**src/rtl/conv_stream_host.sv**
```systemverilog
// conv_stream_host: host-side stream endpoint for the convolution accelerator.
// Sends a loaded x vector over valid/ready and captures the y results into a readable buffer.
module conv_stream_host #(
    parameter int WIDTH = 16,
    parameter int LENX  = 8,
    parameter int LENF  = 4,
    parameter int SIZE  = LENX - LENF + 1,
    parameter int ADDRX = 3,
    parameter int ADDRY = 3
) (
    input  logic             clk,
    input  logic             reset,
    input  logic             wr_en_x,
    input  logic [ADDRX-1:0] wr_addr_x,
    input  logic [WIDTH-1:0] wr_data_x,
    input  logic             start,
    output logic             busy,
    output logic             done,
    output logic [WIDTH-1:0] m_data_out_x,
    output logic             m_valid_x,
    input  logic             m_ready_x,
    input  logic [WIDTH-1:0] s_data_in_y,
    input  logic             s_valid_y,
    output logic             s_ready_y,
    input  logic [ADDRY-1:0] rd_addr_y,
    output logic [WIDTH-1:0] rd_data_y,
    output logic [ADDRY:0]   rx_count
);
    localparam logic [1:0] IDLE = 2'd0, RUN = 2'd1, DONE = 2'd2;
    localparam logic [ADDRX:0] NX = (ADDRX+1)'(LENX);
    localparam logic [ADDRY:0] NY = (ADDRY+1)'(SIZE);
    logic [1:0] state;
    logic [WIDTH-1:0] xbuf [LENX];
    logic [WIDTH-1:0] ybuf [SIZE];
    logic [ADDRX:0] tx_cnt, tx_nxt;
    logic [ADDRY:0] rx_cnt, rx_nxt;
    logic tx_hs, rx_hs, go;
    assign tx_hs = m_valid_x & m_ready_x;
    assign rx_hs = s_valid_y & s_ready_y;
    assign go = start & (state != RUN);
    assign tx_nxt = tx_cnt + (ADDRX+1)'(tx_hs);
    assign rx_nxt = rx_cnt + (ADDRY+1)'(rx_hs);
    assign busy = state == RUN;
    assign done = state == DONE;
    assign rx_count = rx_cnt;
    // x writes are locked out during a run, so the head sample stays stable under stalls
    assign m_data_out_x = m_valid_x ? xbuf[tx_cnt[ADDRX-1:0]] : '0;
    always_ff @(posedge clk) begin
        if (wr_en_x && state != RUN && {1'b0, wr_addr_x} < NX) xbuf[wr_addr_x] <= wr_data_x;
        if (rx_hs) ybuf[rx_cnt[ADDRY-1:0]] <= s_data_in_y;
    end
    always_ff @(posedge clk or negedge reset) begin
        if (!reset) begin
            state     <= IDLE;
            tx_cnt    <= '0;
            rx_cnt    <= '0;
            m_valid_x <= 1'b0;
            s_ready_y <= 1'b0;
            rd_data_y <= '0;
        end else begin
            rd_data_y <= ({1'b0, rd_addr_y} < NY) ? ybuf[rd_addr_y] : '0;
            if (go) begin
                state     <= RUN;
                tx_cnt    <= '0;
                rx_cnt    <= '0;
                m_valid_x <= 1'b1;
                s_ready_y <= 1'b1;
            end else if (state == RUN) begin
                tx_cnt    <= tx_nxt;
                rx_cnt    <= rx_nxt;
                m_valid_x <= tx_nxt != NX;
                s_ready_y <= rx_nxt != NY;
                if (tx_nxt == NX && rx_nxt == NY) state <= DONE;
            end
        end
    end
endmodule

```
**config.mk**
```make
export PLATFORM = sky130hd
export DESIGN_NAME = conv_stream_host
export DESIGN_NICKNAME = d
export VERILOG_FILES = /design/src/rtl/conv_stream_host.sv
export SDC_FILE = /design/constraint.sdc
export NUM_CORES = 1
export LEC_CHECK = 0
export ABC_AREA = 0
export BUFFER_PORTS_ARGS = -buffer_cell sky130_fd_sc_hd__buf_4
export CAP_MARGIN = 20
export CORE_MARGIN = 3
export CORE_UTILIZATION = 56
export CTS_BUF_LIST = sky130_fd_sc_hd__clkbuf_16
export DETAILED_ROUTE_END_ITERATION = 8
export GPL_TIMING_DRIVEN = 1
export PLACE_DENSITY = 0.81
export SLEW_MARGIN = 20
export SYNTH_ARGS = -nofsm -noshare
export SYNTH_HDL_FRONTEND = slang
export SYNTH_SLANG_ARGS = --single-unit
export TNS_END_PERCENT = 30
```
**constraint.sdc**
```tcl
create_clock -name clk -period 6.2 [get_ports clk]
set_input_delay 0.31 -clock clk [delete_from_list [all_inputs] [get_ports clk]]
set_output_delay 0.31 -clock clk [all_outputs]
set_load 0.01 [all_outputs]
```
Word-level counts from Yosys, hierarchy flattened
Memory sizes are Yosys's and may differ from the RTL's.
Cells that the tools add are included.
- memory bits (writable): 208
- output and inout bits: 40
- input bits: 44
- logic and storage cells: 43
- register bits after elaboration: 28
- memories: 2
- mux-type cells: 17
- order comparisons: 1
- $add $sub $neg: 2
- reductions and logical operators: 5
- bitwise logic cells: 3
- equality and inequality tests: 7
- memories (name ; depth ; width ; rd ports ; clocked after Yosys merged registers in ; write ports ; RTL line ; source):
    xbuf ; 8 ; 16 ; 1 ; 0 ; 1 ; 33 ; logic [WIDTH-1:0] xbuf [LENX];
    ybuf ; 5 ; 16 ; 1 ; 0 ; 1 ; 34 ; logic [WIDTH-1:0] ybuf [SIZE];
- operators by type and width (cell ; number):
    two-way mux 16 bit ; 2
    two-way mux 4 bit ; 4
    adder 4 x 1 -> 4 bit ; 2
    two-way mux 1 bit ; 8
    two-way mux 2 bit ; 3
    equality test 4 x 3 -> 1 bit (second input constant) ; 1
    equality test 4 bit (second input constant) ; 1
    != test 4 x 3 -> 1 bit (second input constant) ; 1
    != test 4 bit (second input constant) ; 1
    nonzero test 2 bit ; 2
    bitwise AND 1 bit ; 3
    < comparator 3 bit (second input constant) ; 1
    equality test 2 x 1 -> 1 bit (second input constant) ; 1
    equality test 2 bit (second input constant) ; 1
    logical AND 1 bit ; 2
    != test 2 x 1 -> 1 bit (second input constant) ; 1
    AND reduction 2 bit ; 1

Longest topological paths before layout
Gate-level depths: netlist of the first run.
- depth in word-level cells: 7
- gate-level depth with buffers: 8
- gate-level depth less buffers: 7

Worst setup path after synthesis of the first run
OpenSTA, ideal clock, no wires.
- kind: flip-flop to flip-flop
- start point: reg rx_cnt[1] (netlist: rx_count[1])
- end point: mem ybuf[4][0] (enable)
- arrival: 2.306 ns
- clock period less this slack: 2.742 ns
- setup time: 0.436 ns
- cell stages (with the launch flop): 2
- buffers on the path: 0
- required time: 5.764 ns
- path slack: 3.458 ns
- cell sequence: dfrtp_1 -> nor4b_1
- RTL lines (what ; RTL line ; source):
    start, declared ; 36 ; logic [ADDRY:0] rx_cnt, rx_nxt;
    start signal, assigned ; 70 ; rx_cnt <= rx_nxt;
    end, declared ; 34 ;
No word-level cell before the write port.

Worst setup path after layout of the first run
- start point: reg tx_cnt[0]
- end point: out m_data_out_x[4]
- word-level cells in the longest chain between the ends: 2
- RTL lines (what ; RTL line ; source):
    start, declared ; 35 ; logic [ADDRX:0] tx_cnt, tx_nxt;
    start signal, assigned ; 69 ; tx_cnt <= tx_nxt;
    memory (8 x 16 bit) ; - ;
    two-way mux 16 bit ; 47 ; assign m_data_out_x = m_valid_x ? xbuf[tx_cnt[ADDRX-1:0]] : '0;
    end, declared ; 19 ; output logic [WIDTH-1:0] m_data_out_x,
No other way between the ends.

==> reports/metrics.sh, run 1 <==
VIA_COUNT=4546
WORST_PATH_LARGEST_CELL_DELAY_NS=0.86
RSZ_0062_RAISED_AFTER_GLOBAL_ROUTING='no'
SYNTHESIZED_AREA_FRACTION_OCCUPIED_BY_AO_OA_AOI_AND_OAI_CELLS_PCT=0.825
DOMINANTREGCELLSYNTH='edfxtp_1'
RR_ENDPOINT='xbuf[3][3]'
WORSTPATHMAXFANOUT=34
POST_CTS_BUFFERS=0
PEAK_SUPPLY_DROP_mV=0.293
MAX_CLOCK_FREQ_MHz=363
CTS_BUFFERS=23
DRT-TOTAL-WL_UM=18100
COUNT_OF_ENDPOINTS_FAILING_HOLD_IN_THE_FINAL_TIMING_REPORT=0
PORT_BUFFERS=83
FINAL_NET_COUNT=584
DRV_CAP=0
CLOCK-SKEW-FINAL_NS=0.0122
SETUP.WORST_PATH.START_CLASS='flop'
FLOORPLAN.INITIALDENSITY_PCT=58.6
PIN_COUNT_OF_THE_BIGGEST_NET_ENTERING_GLOBAL_ROUTING=36
COMBINATIONAL_FAMILY_WITH_THE_MOST_AREA_AFTER_SYNTHESIS='multiplexers'
CRIT_PATH_START='tx_cnt[0]'
DRIVE_ABOVE_1_SHARE_PCT=31.7
ANT_NETS=0
VIA_PER_INST=5.96
STDCELL_AREA_SQ_MM=0.0106
PROPORTION_OF_SYNTHESIZED_AREA_IN_MUX_CELLS_PCT=15.5
PIN_COUNT=84
CRITICAL_PATH_ARRIVAL_NS=2.45
DIE_WIDTH_UM=133
HOLD_PATH_STARTPOINT='s_data_in_y[5]'
CRIT_CHAIN='mux4_2 -> mux2i_1 -> nor2b_1 -> buf_4'
MULTI_INPUT_COMB_AREA_SQ_MM=0.00203
SETUP.REG_TO_REG.WORST_SLACK_NS=3.76
POST_SYNTH_FA_HA_MAJ_AREA_FRACTION_PCT=0.550
YOSYSTOPAREACELL='edfxtp_1'
SYNTH.TOP_CELLS.BY_COUNT='208 x edfxtp_1, 46 x mux4_2, 32 x mux2i_1'
TIGHTESTPINTRANSITION_NS=1.11
CTSHTREEMAXLEVEL=1
CLK_PIN_SLEW_NS=0.06
GRT_ANTENNA_BEFORE_REPAIR=0
CTSROOTBUFFERMASTER='clkbuf_16'
PLACE.GP.CONGESTION=0.711
DPL_CELL_AREA_SQ_MM=0.00991
SYNTH.TOP_CELLS.BY_AREA='edfxtp_1 69%, mux4_2 11%, dfrtp_1 7.7%, mux2i_1 3.5%, nor2_1 1.2%'
CELL_TYPE_OF_THE_SLOWEST_STAGE_ON_THE_WORST_TIMING_PATH='dfrtp_4'
SYNTHSIMPLEGATEAREAFRAC_PCT=4.48
DRT_PASS_1_ITERS=5
WORSTPATHREQUIRED_NS=5.89
AVG_SYNTHESIZED_CELL_AREA_SQ_UM=20.6
FINAL.PERIOD_UTILIZATION_PCT=44.5
SYNTH_WARNINGS=0
POWER.DENSITY_CELL_AREA_mW_PER_MM2=402
REG2REG_DEPTH=3
ASYNC_SET_RESET_FLOP_SHARE_OUT_OF_SYNTHESIS_PCT=11.9
TIMING.FINAL.SETUP_VIOLATIONS=0
TRITONCTS='yes'
ANTENNA_CELLS_INSERTED=0
SYNTH_SEQUENTIAL_AREA_RATIO_PCT=76.3
YOSYSMOSTFREQUENTCELL='edfxtp_1'
FP.COREAREA_SQ_MM=0.0155
DIE-HEIGHT_UM=133
CATEGORY_OF_THE_CRITICAL_SETUP_TIMING_PATH='reg2out'
MAXSLEWHEADROOM_PCT=26.2
HPWLAFTERDP_UM=9960
ENDPOINT='m_data_out_x[4]'
GRT_USAGE_PCT=20.9
TIMING.RR.START='state[0]'
SETUP-TNS-FINAL_NS=0
SYNTH_FP_NETS=489
P_LEAK_nW=3.75
RUN_STATUS='completed'
FINAL_MAX_SLEW_VIOL_COUNT=0
GRT_REMAINING_OVERFLOW=0
FINAL-SEQ-AREA_SQ_MM=0.00695
POST_SYNTH_INSTANCE_AREA_SQ_MM=0.00910
FLOORPLAN.DIE_AREA_SQ_MM=0.0178
SYNTH_EDF_COUNT=208
CRITICAL_PATH.ENDPOINT_TYPE='output port'
YOSYS.AREA.TOP_TYPE_SHARE_PCT=68.6
DRTITER0DRC=423
SYNTHCELLS=441
SYNTH_XOR_AREA_SHARE_PCT=0.385
YS_TYPES=32
MIN-DELAY-PATH-CLASS='in2reg'
GRT_PASS1_VIAS=4809
DETAIL_ROUTE.WL_PER_CELL_UM=23.7
CTS.SINK_COUNT=236
YS_SEQ_ELEMENTS=236
MIN_PERIOD_NS=2.76
AREA_GROWTH_PCT=16.9
MAX-CLOCK-PATH-BUFFERS=3
PLACEMENT_ROWS=45
GLOBAL_ROUTE_WIRE_LENGTH_BEFORE_REPAIR_UM=28100
FILLCELLCOUNT=956
DRCVIOLATIONCOUNT=0
CLOCK_INSERTION_DELAY_WORST_SKEW_NS=0.50
==> worst max-delay path: cells and delay by family, from the launching register on <==
family,cells,cell delay [ns]
buffers and inverters,1,0.15
flip-flops,1,0.86
multiplexers,2,0.87
AND/OR/NAND/NOR,1,0.08
==> timing repair <==
action	CTS	global route
gates resized for setup	0	0
endpoints found under the hold margin	28	0
hold buffers	1	0
==> cell usage in the layout (no fill, tap or decap) <==
cell / instances
mux4_1: 2
nand3b_1: 7
nor3_4: 2
mux2i_1: 32
xor2_1: 4
or3_1: 1
dfrtp_4: 1
nand3_1: 4
ha_1: 4
nor2_2: 7
o31a_1: 1
nor2b_1: 16
dfrtp_1: 27
mux4_2: 46
nor4_2: 1
and3_1: 1
inv_1: 8
o21a_1: 1
buf_4: 88
nand2_1: 15
bufinv_16: 2
o21ai_0: 8
clkbuf_16: 23
dlygate4sd3_1: 1
nor2_1: 22
nand2b_1: 3
clkinv_2: 3
nor3b_1: 1
nor4b_2: 1
o32ai_1: 1
clkinv_1: 8
o32a_1: 1
and2_1: 1
buf_6: 1
edfxtp_1: 208
==> cell type report <==
cell class	count	share of cell area, %
sequential	236	65.3
multi-input combinational	182	19.1
timing repair buffer	90	6.41
clock buffer	23	5.41
tap	211	2.48
clock inverter	18	1.16
inverter	3	0.106
==> sequential cells by signal, summed over array words and instances (netlist names) <==
signal	count
tx_cnt	4
ybuf	80
rd_data_y	16
m_valid_x	1
state	2
rx_count	4
xbuf	128
s_ready_y	1
==> per-stage QoR <==
step / setup WS (ns) / hold WS (ns) / total power [W] / cells / util [%]
floorplan: 3.46 / 0.0144 / 0.00266 / 441 / -
global placement: 3.69 / 0.257 / 0.00297 / 720 / 63.8
detailed placement: 3.59 / 0.262 / 0.00301 / 720 / 63.8
CTS: 3.09 / 0.00755 / 0.00432 / 762 / 68.4
global route: 3.29 / 0.00867 / 0.00446 / 763 / 68.4
finish: 3.44 / 0.0253 / 0.00428 / 763 / 68.4
==> layer usage <==
metal	global-route usage, %	share of wire, %	up-vias
li1	-	-	1954
met1	28.5	40	2371
met2	35.7	52	194
met3	3.85	6.3	27
met4	5.03	1.7	0
met5	0	0	-
==> cells by family after synthesis <==
logic type                 Yosys count
and+or+nand+nor                     82
muxes                               80
DFF                                236
adders and majority gates            4
xor gates and xnor gates             4
AOI/OAI and AO/OA                   12
buffers and inverters               23
==> power by group <==
| part | internal, W | switching, W | total (W) |
|---|---|---|---|
| sequential | 0.00188 | 0.000141 | 0.00202 |
| clock | 0.000752 | 0.000544 | 0.00130 |
| combinational | 0.000495 | 0.000463 | 0.000958 |
| total | 0.00313 | 0.00115 | 0.00428 |
==> how the worst min path moves through the flow <==
stage / cells after the start / end
finish: 1 / ybuf[3][5]
global route: 1 / ybuf[4][7]
CTS: 1 / ybuf[3][5]
floorplan: 0 / m_valid_x
global placement: 1 / rd_data_y[11]
detailed placement: 1 / rd_data_y[13]
Note: power is estimated with default switching activity, not from simulation.
==> run 2: changes to the inputs <==
CORE_UTILIZATION = 53   (was 56)
PLACE_DENSITY = 0.8   (was 0.81)
clock period = 2.33 ns   (was 6.2 ns; I/O delays follow)
==> reports/metrics.sh, run 2 (same netlist as run 1, synthesis figures left out) <==
RUN_STATUS='finished with violations'  # was completed
FAILED_CHECKS='negative setup slack'
COUNT_OF_ENDPOINTS_FAILING_HOLD_IN_THE_FINAL_TIMING_REPORT=0  # unchanged
FP.COREAREA_SQ_MM=0.0167  # was 0.0155 sq mm
FLOORPLAN.INITIALDENSITY_PCT=54.5  # was 58.6%
FINALCOREUTILIZATION_PCT=66.8  # was 68.4%
CTSROOTBUFFERMASTER='clkbuf_16'  # unchanged
TOP_SIGNAL_LAYER_USED='met4'  # unchanged
CELL_TYPE_OF_THE_SLOWEST_STAGE_ON_THE_WORST_TIMING_PATH='mux4_2'  # was dfrtp_4
FINAL_MAX_SLEW_VIOL_COUNT=0  # unchanged
ANT_NETS=0  # unchanged
DIE_WIDTH_UM=137  # was 133 um
NUMPLACEDINSTANCES=744  # was 720
ANTENNA_CELLS_INSERTED=0  # unchanged
DIE-HEIGHT_UM=137  # was 133 um
DRT-TOTAL-WL_UM=17900  # was 18100 um
MAXSLEWHEADROOM_PCT=56.9  # was 26.2%
MAX_FLOP_REGISTER='xbuf'  # unchanged
WORST_PATH_LARGEST_CELL_DELAY_NS=0.52  # was 0.86 ns
DRTITER0DRC=299  # was 423
POWER.DENSITY_CELL_AREA_mW_PER_MM2=1040  # was 402 mW/mm^2
RSZ_0062_RAISED_AFTER_GLOBAL_ROUTING='yes'  # was no
CLOCK-SKEW-FINAL_NS=0.0202  # was 0.0122 ns
HPWLAFTERDP_UM=9920  # was 9960 um
PEAK_SUPPLY_DROP_mV=0.708  # was 0.293 mV
WORSTPATHMAXFANOUT=9  # was 34
WL_MET1_UM=6970  # was 7270 um
CLK_PIN_SLEW_NS=0.06  # about the same
AREA_GROWTH_PCT=22.5  # was 16.9%
PORT_BUFFERS=83  # unchanged
VIA_COUNT=4604  # was 4546
PLACE.GP.CONGESTION=0.753  # was 0.711
CRITICAL_PATH_ARRIVAL_NS=2.22  # was 2.45 ns
TRITONCTS='yes'  # unchanged
MULTI_INPUT_COMB_AREA_SQ_MM=0.00201  # was 0.00203 sq mm
FINAL_NET_COUNT=634  # was 584
MIN_PERIOD_NS=2.33
WORSTPATHREQUIRED_NS=2.21  # was 5.89 ns
MET2_LENGTH_UM=9620  # was 9380 um
NUMBER_OF_FLIP_FLOPS_IN_THE_LARGEST_REGISTER=128  # unchanged
FINAL-SEQ-AREA_SQ_MM=0.00695  # about the same
TIGHTESTPINTRANSITION_NS=0.646  # was 1.11 ns
CTS.SINK_COUNT=236  # unchanged
CRITICAL_PATH.ENDPOINT_TYPE='output port'  # unchanged
DRT_PASS_1_ITERS=4  # was 5
GRT_ANTENNA_BEFORE_REPAIR=0  # unchanged
PLACEMENT_ROWS=47  # was 45
SETUP.REG_TO_REG.WORST_SLACK_NS=0.33  # was 3.76 ns
CATEGORY_OF_THE_CRITICAL_SETUP_TIMING_PATH='reg2out'  # unchanged
DETAIL_ROUTE.WL_PER_CELL_UM=21.8  # was 23.7 um
SETUP_SLACK_NS=-0.00465  # was 3.44 ns
MAX_CLOCK_FREQ_MHz=428
P_LEAK_nW=4.01  # was 3.75 nW
DRIVE_ABOVE_1_SHARE_PCT=31.0  # was 31.7%
GRT_PASS1_VIAS=5044  # was 4809
VIA_PER_INST=5.59  # was 5.96
CTSHTREEMAXLEVEL=1  # unchanged
TIMING.FINAL.SETUP_VIOLATIONS=1  # was 0
GLOBAL_ROUTE_WIRE_LENGTH_BEFORE_REPAIR_UM=27200  # was 28100 um
INSTANCES_NO_FILL=823  # was 763
CTS_BUFFERS=24  # was 23
MAX-CLOCK-PATH-BUFFERS=3  # unchanged
MIN-DELAY-PATH-CLASS='in2async'  # was in2reg
TIMING.RR.START='s_ready_y'  # was state[0]
RR_ENDPOINT='state[0]'  # was xbuf[3][3]
SETUP.WORST_PATH.START_CLASS='flop'  # unchanged
CLOCK_INSERTION_DELAY_WORST_SKEW_NS=0.52  # was 0.50 ns
DRCVIOLATIONCOUNT=0  # unchanged
FILLCELLCOUNT=1102  # was 956
POST_CTS_BUFFERS=0  # unchanged
GRT_REMAINING_OVERFLOW=0  # unchanged
REG2REG_DEPTH=7  # was 3
FINAL.PERIOD_UTILIZATION_PCT=100
DRV_CAP=0  # unchanged
GRT_USAGE_PCT=19.2  # was 20.9%
FINAL_COMMON_CELL='edfxtp_1'  # unchanged
MOSTFREQUENTLAYOUTCELLS='208 x edfxtp_1, 101 x buf_4, 46 x mux4_2'  # was 208 x edfxtp_1, 88 x buf_4, 46 x mux4_2
PIN_COUNT_OF_THE_BIGGEST_NET_ENTERING_GLOBAL_ROUTING=35  # was 36
FLOORPLAN.DIE_AREA_SQ_MM=0.0188  # was 0.0178 sq mm
MET3_WIRELENGTH_UM=917  # was 1150 um
PIN_COUNT=84  # unchanged
CRIT_CHAIN='buf_12 -> mux4_2 -> mux2i_1 -> nor2b_1 -> buf_4'  # was mux4_2 -> mux2i_1 -> nor2b_1 -> buf_4
==> run 2: cell types whose count changed in the layout (fill, tap and decap cells not counted), moves of 7 or more <==
cell and change:
nor2_1 +7, buf_4 +13, dlygate4sd3_1 +33, nor2_2 -7
==> run 2: worst max path at each step <==
stage | startpoint | endpoint | depth (start not counted)
6_report | tx_cnt[0] | m_data_out_x[5] | 5
3_3_place_gp | s_ready_y | state[0] | 7
4_1_cts | tx_cnt[0] | m_data_out_x[0] | 5
2_1_floorplan | rx_count[1] | ybuf[0][0] | 1
3_5_place_dp | s_ready_y | state[0] | 7
5_1_grt | tx_cnt[0] | m_data_out_x[0] | 5
==> run 2: what timing repair did <==
| action | in CTS | in global routing |
|---|---|---|
| gates resized for setup | 0 | 3 |
| hold buffers | 34 | 0 |
| gates cloned | 1 | 1 |
| endpoints found under the hold margin | 246 | 0 |
| setup endpoints to repair | 2 | 13 |
==> run 2: per-stage QoR <==
stage	worst slack [ns]	hold slack (ns)	cell area, sq um	TNS (ns)	power, W
4_1_cts	0.00199	0.0712	11100	0	0.0117
3_3_place_gp	0.428	0.0599	10000	0	0.00800
3_5_place_dp	0.347	0.0714	10000	0	0.00809
2_1_floorplan	-0.267	-0.179	9100	-5.74	0.00710
6_report	-0.00465	0.0729	11100	-0.00465	0.0116
5_1_grt	-0.0479	0.105	11100	-0.211	0.0122
==> run 2: where the power goes <==
group / total (W) / switching, W / internal (W) / leakage, nW
sequential: 0.00518 / 0.000181 / 0.00500 / 2.21
combinational: 0.00300 / 0.00147 / 0.00153 / 1.41
clock: 0.00345 / 0.00147 / 0.00198 / 0.383
==> run 2: layout make-up <==
class / count / area share (%)
Sequential cell: 236 / 62.3
Multi-Input combinational cell: 182 / 18.0
Timing Repair Buffer: 139 / 10.6
Clock buffer: 24 / 5.39
Tap cell: 220 / 2.47
Clock inverter: 19 / 1.07
Inverter: 3 / 0.101
==> run 2: per-layer routing <==
layer / GRT usage, % / vias to the layer above
met5: 0 / -
li1: - / 2061
met4: 5.38 / 0
met2: 34.1 / 148
met3: 3.20 / 32
met1: 24.7 / 2363
==> run 2: worst max-delay path: cells and delay by family, from the launching register on <==
kind / cells / cell delay, ns
mux: 2 / 0.78
flops: 1 / 0.49
buf+inv: 2 / 0.34
simple gates: 1 / 0.08
==> run 3: changes to the inputs <==
CELL_PAD_IN_SITES_DETAIL_PLACEMENT = 1   (was not set)
CELL_PAD_IN_SITES_GLOBAL_PLACEMENT = 2   (was not set)
CORE_UTILIZATION = 41   (was 53)
==> reports/metrics.sh, run 3 (same netlist as run 1, synthesis figures left out) <==
PIN_COUNT_OF_THE_BIGGEST_NET_ENTERING_GLOBAL_ROUTING=29  # was 35
CRITICAL_PATH.ENDPOINT_TYPE='output port'  # unchanged
SETUP.REG_TO_REG.WORST_SLACK_NS=0.27  # was 0.33 ns
RUN_STATUS='completed'  # was finished with violations
WORST_PATH_LARGEST_CELL_DELAY_NS=0.52  # about the same
NUMBER_OF_FLIP_FLOPS_IN_THE_LARGEST_REGISTER=128  # unchanged
CTS_BUFFERS=26  # was 24
DRIVE_ABOVE_1_SHARE_PCT=32.7  # was 31.0%
PEAK_SUPPLY_DROP_mV=0.597  # was 0.708 mV
FP.COREAREA_SQ_MM=0.0214  # was 0.0167 sq mm
P_COMB_SHARE_PCT=24.8  # was 25.8%
DRTITER0DRC=226  # was 299
ENDPOINT='m_data_out_x[15]'  # was m_data_out_x[5]
P_LEAK_nW=4.05  # was 4.01 nW
MAX-CLOCK-PATH-BUFFERS=3  # unchanged
POWER.DENSITY_CELL_AREA_mW_PER_MM2=1060  # was 1040 mW/mm^2
POWER_SWITCHING_SHARE_PCT=26.8  # was 26.9%
AREA_GROWTH_PCT=24.5  # was 22.5%
INSTANCES_NO_FILL=887  # was 823
GLOBAL_ROUTE_WIRE_LENGTH_BEFORE_REPAIR_UM=29900  # was 27200 um
TIGHTESTPINTRANSITION_NS=0.692  # was 0.646 ns
DRV_CAP=0  # unchanged
GRT_ANTENNA_BEFORE_REPAIR=0  # unchanged
CRITICAL_PATH.TOP_DELAY_FAMILY='multiplexers'  # unchanged
RR_ENDPOINT='state[0]'  # unchanged
POWER.SWITCHING_W=0.00323  # was 0.00312 W
VIA_PER_INST=5.17  # was 5.59
DRT_PASS_1_ITERS=4  # unchanged
PORT_BUFFERS=83  # unchanged
CTSROOTBUFFERMASTER='clkbuf_16'  # unchanged
MIN_PERIOD_NS=2.26  # was 2.33 ns
CRIT_PATH_START='tx_cnt[0]'  # unchanged
NUMPLACEDINSTANCES=804  # was 744
CATEGORY_OF_THE_CRITICAL_SETUP_TIMING_PATH='reg2out'  # unchanged
MAXSLEWHEADROOM_PCT=53.9  # was 56.9%
TIMING.RR.START='s_ready_y'  # unchanged
SETUP.WORST_PATH.START_CLASS='flop'  # unchanged
SETUP-TNS-FINAL_NS=0  # was -0.00465 ns
RSZ_0062_RAISED_AFTER_GLOBAL_ROUTING='yes'  # unchanged
FILLCELLCOUNT=1931  # was 1102
DRT-TOTAL-WL_UM=19200  # was 17900 um
PLACEMENT_ROWS=53  # was 47
FINAL_NET_COUNT=640  # was 634
VIA_COUNT=4585  # was 4604
CLK_PIN_SLEW_NS=0.06  # about the same
MIN-DELAY-PATH-CLASS='in2async'  # unchanged
HPWLAFTERDP_UM=11400  # was 9920 um
POWER.CLOCK.FRACTION_PCT=32.0  # was 29.7%
PLACE.GP.CONGESTION=0.751  # was 0.753
REG2REG_DEPTH=7  # unchanged
CRIT_CHAIN='buf_12 -> mux4_2 -> mux2i_2 -> nor2b_1 -> buf_4'  # was buf_12 -> mux4_2 -> mux2i_1 -> nor2b_1 -> buf_4
WORSTPATHMAXFANOUT=12  # was 9
DIE-HEIGHT_UM=155  # was 137 um
MULTI_INPUT_COMB_AREA_SQ_MM=0.00201  # unchanged
MAX_FLOP_REGISTER='xbuf'  # unchanged
SEQPWRFRAC_PCT=43.2  # was 44.6%
CLOCK-SKEW-FINAL_NS=0.0146  # was 0.0202 ns
DPL_CELL_AREA_SQ_MM=0.0101  # was 0.0100 sq mm
FINAL.PERIOD_UTILIZATION_PCT=97.1  # was 100%
CTS.SINK_COUNT=236  # unchanged
GRT_REMAINING_OVERFLOW=0  # unchanged
CLOCK_INSERTION_DELAY_WORST_SKEW_NS=0.52  # about the same
CELL_TYPE_OF_THE_SLOWEST_STAGE_ON_THE_WORST_TIMING_PATH='mux4_2'  # unchanged
TIMING.FINAL.SETUP_VIOLATIONS=0  # was 1
PIN_COUNT=84  # unchanged
FINAL-SEQ-AREA_SQ_MM=0.00695  # unchanged
GRT_PASS1_VIAS=5173  # was 5044
TIMING.CRITICAL_PATH.BUF_INV=2  # unchanged
ANTENNA_CELLS_INSERTED=0  # unchanged
CTSHTREEMAXLEVEL=1  # unchanged
MOSTFREQUENTLAYOUTCELLS='208 x edfxtp_1, 106 x buf_4, 48 x mux4_2'  # was 208 x edfxtp_1, 101 x buf_4, 46 x mux4_2
ANT_NETS=0  # unchanged
DETAIL_ROUTE.WL_PER_CELL_UM=21.6  # was 21.8 um
FLOORPLAN.INITIALDENSITY_PCT=42.5  # was 54.5%
FINAL_MAX_SLEW_VIOL_COUNT=0  # unchanged
DRCVIOLATIONCOUNT=0  # unchanged
STDCELL_AREA_SQ_MM=0.0113  # was 0.0111 sq mm
FINAL_COMMON_CELL='edfxtp_1'  # unchanged
MAX_CLOCK_FREQ_MHz=442  # was 428 MHz
CRITICAL_PATH_ARRIVAL_NS=2.15  # was 2.22 ns
CELL_DEPTH_OF_THE_WORST_SETUP_PATH=5  # unchanged
GRT_USAGE_PCT=16.0  # was 19.2%
COUNT_OF_ENDPOINTS_FAILING_HOLD_IN_THE_FINAL_TIMING_REPORT=0  # unchanged
FLOORPLAN.DIE_AREA_SQ_MM=0.0240  # was 0.0188 sq mm
DIE_WIDTH_UM=155  # was 137 um
WORSTPATHREQUIRED_NS=2.21  # about the same
P_INT_W=0.00883  # was 0.00851 W
TRITONCTS='yes'  # unchanged
==> run 3: cell types whose count changed in the layout (fill, tap and decap cells not counted), moves of 2 or more <==
cell / previous run / this run
mux2i_2: 1 / 3
buf_4: 101 / 106
clkbuf_16: 25 / 28
mux4_2: 46 / 48
mux2i_1: 31 / 29
clkinv_2: 3 / 5
mux4_1: 2 / 0
inv_1: 10 / 7
clkinv_1: 6 / 9
==> run 3: layout make-up <==
cell class / count / area share [%]
Clock inverter: 21 / 1.28
Tap cell: 275 / 3.04
Timing Repair Buffer: 143 / 10.6
Inverter: 3 / 0.0994
Multi-Input combinational cell: 182 / 17.8
Clock buffer: 27 / 5.96
Sequential cell: 236 / 61.3
==> run 3: through the flow <==
step                hold slack [ns]  power [W]  util, %  setup WS, ns
floorplan                    -0.179    0.00710        -        -0.267
global placement             0.0719    0.00808     47.3         0.402
detailed placement           0.0814    0.00816     47.3         0.279
CTS                          0.0733     0.0121     52.7        0.0311
global route                 0.0894     0.0126     52.9      -0.00879
finish                       0.0793     0.0121     52.9        0.0680
==> run 3: worst min path at each step <==
stage,start,end,slack (ns),cells past startpoint
6_report,reset,rd_data_y[12],0.08,2
4_1_cts,reset,rd_data_y[11],0.07,2
3_5_place_dp,reset,rd_data_y[4],0.08,1
5_1_grt,reset,rd_data_y[12],0.09,2
2_1_floorplan,reset,m_valid_x,-0.18,0
3_3_place_gp,reset,rd_data_y[4],0.07,1
==> run 3: repair_timing <==
action                                  in CTS  in global routing
hold buffers                                34                  0
endpoints found under the hold margin      246                  0
buffers inserted                             0                  0
endpoints found under the setup margin       1                  5
resized for setup                            1                  6
gates cloned                                 0                  1
==> run 3: power by group through the flow <==
stage | logic, W | clock network [W] | registers, W
floorplan | 0.00184 | 0 | 0.00526
global placement | 0.00283 | 0 | 0.00525
detailed placement | 0.00287 | 0 | 0.00528
CTS | 0.00295 | 0.00395 | 0.00520
global route | 0.00327 | 0.00413 | 0.00525
finish | 0.00300 | 0.00386 | 0.00521
==> run 3: per-layer routing <==
layer	GRT usage (%)	share of wire [%]	up-vias
li1	-	-	2057
met1	21.1	43	2409
met2	28.1	52	95
met3	2.53	3.9	24
met4	3.49	1.2	0
met5	0	0	-
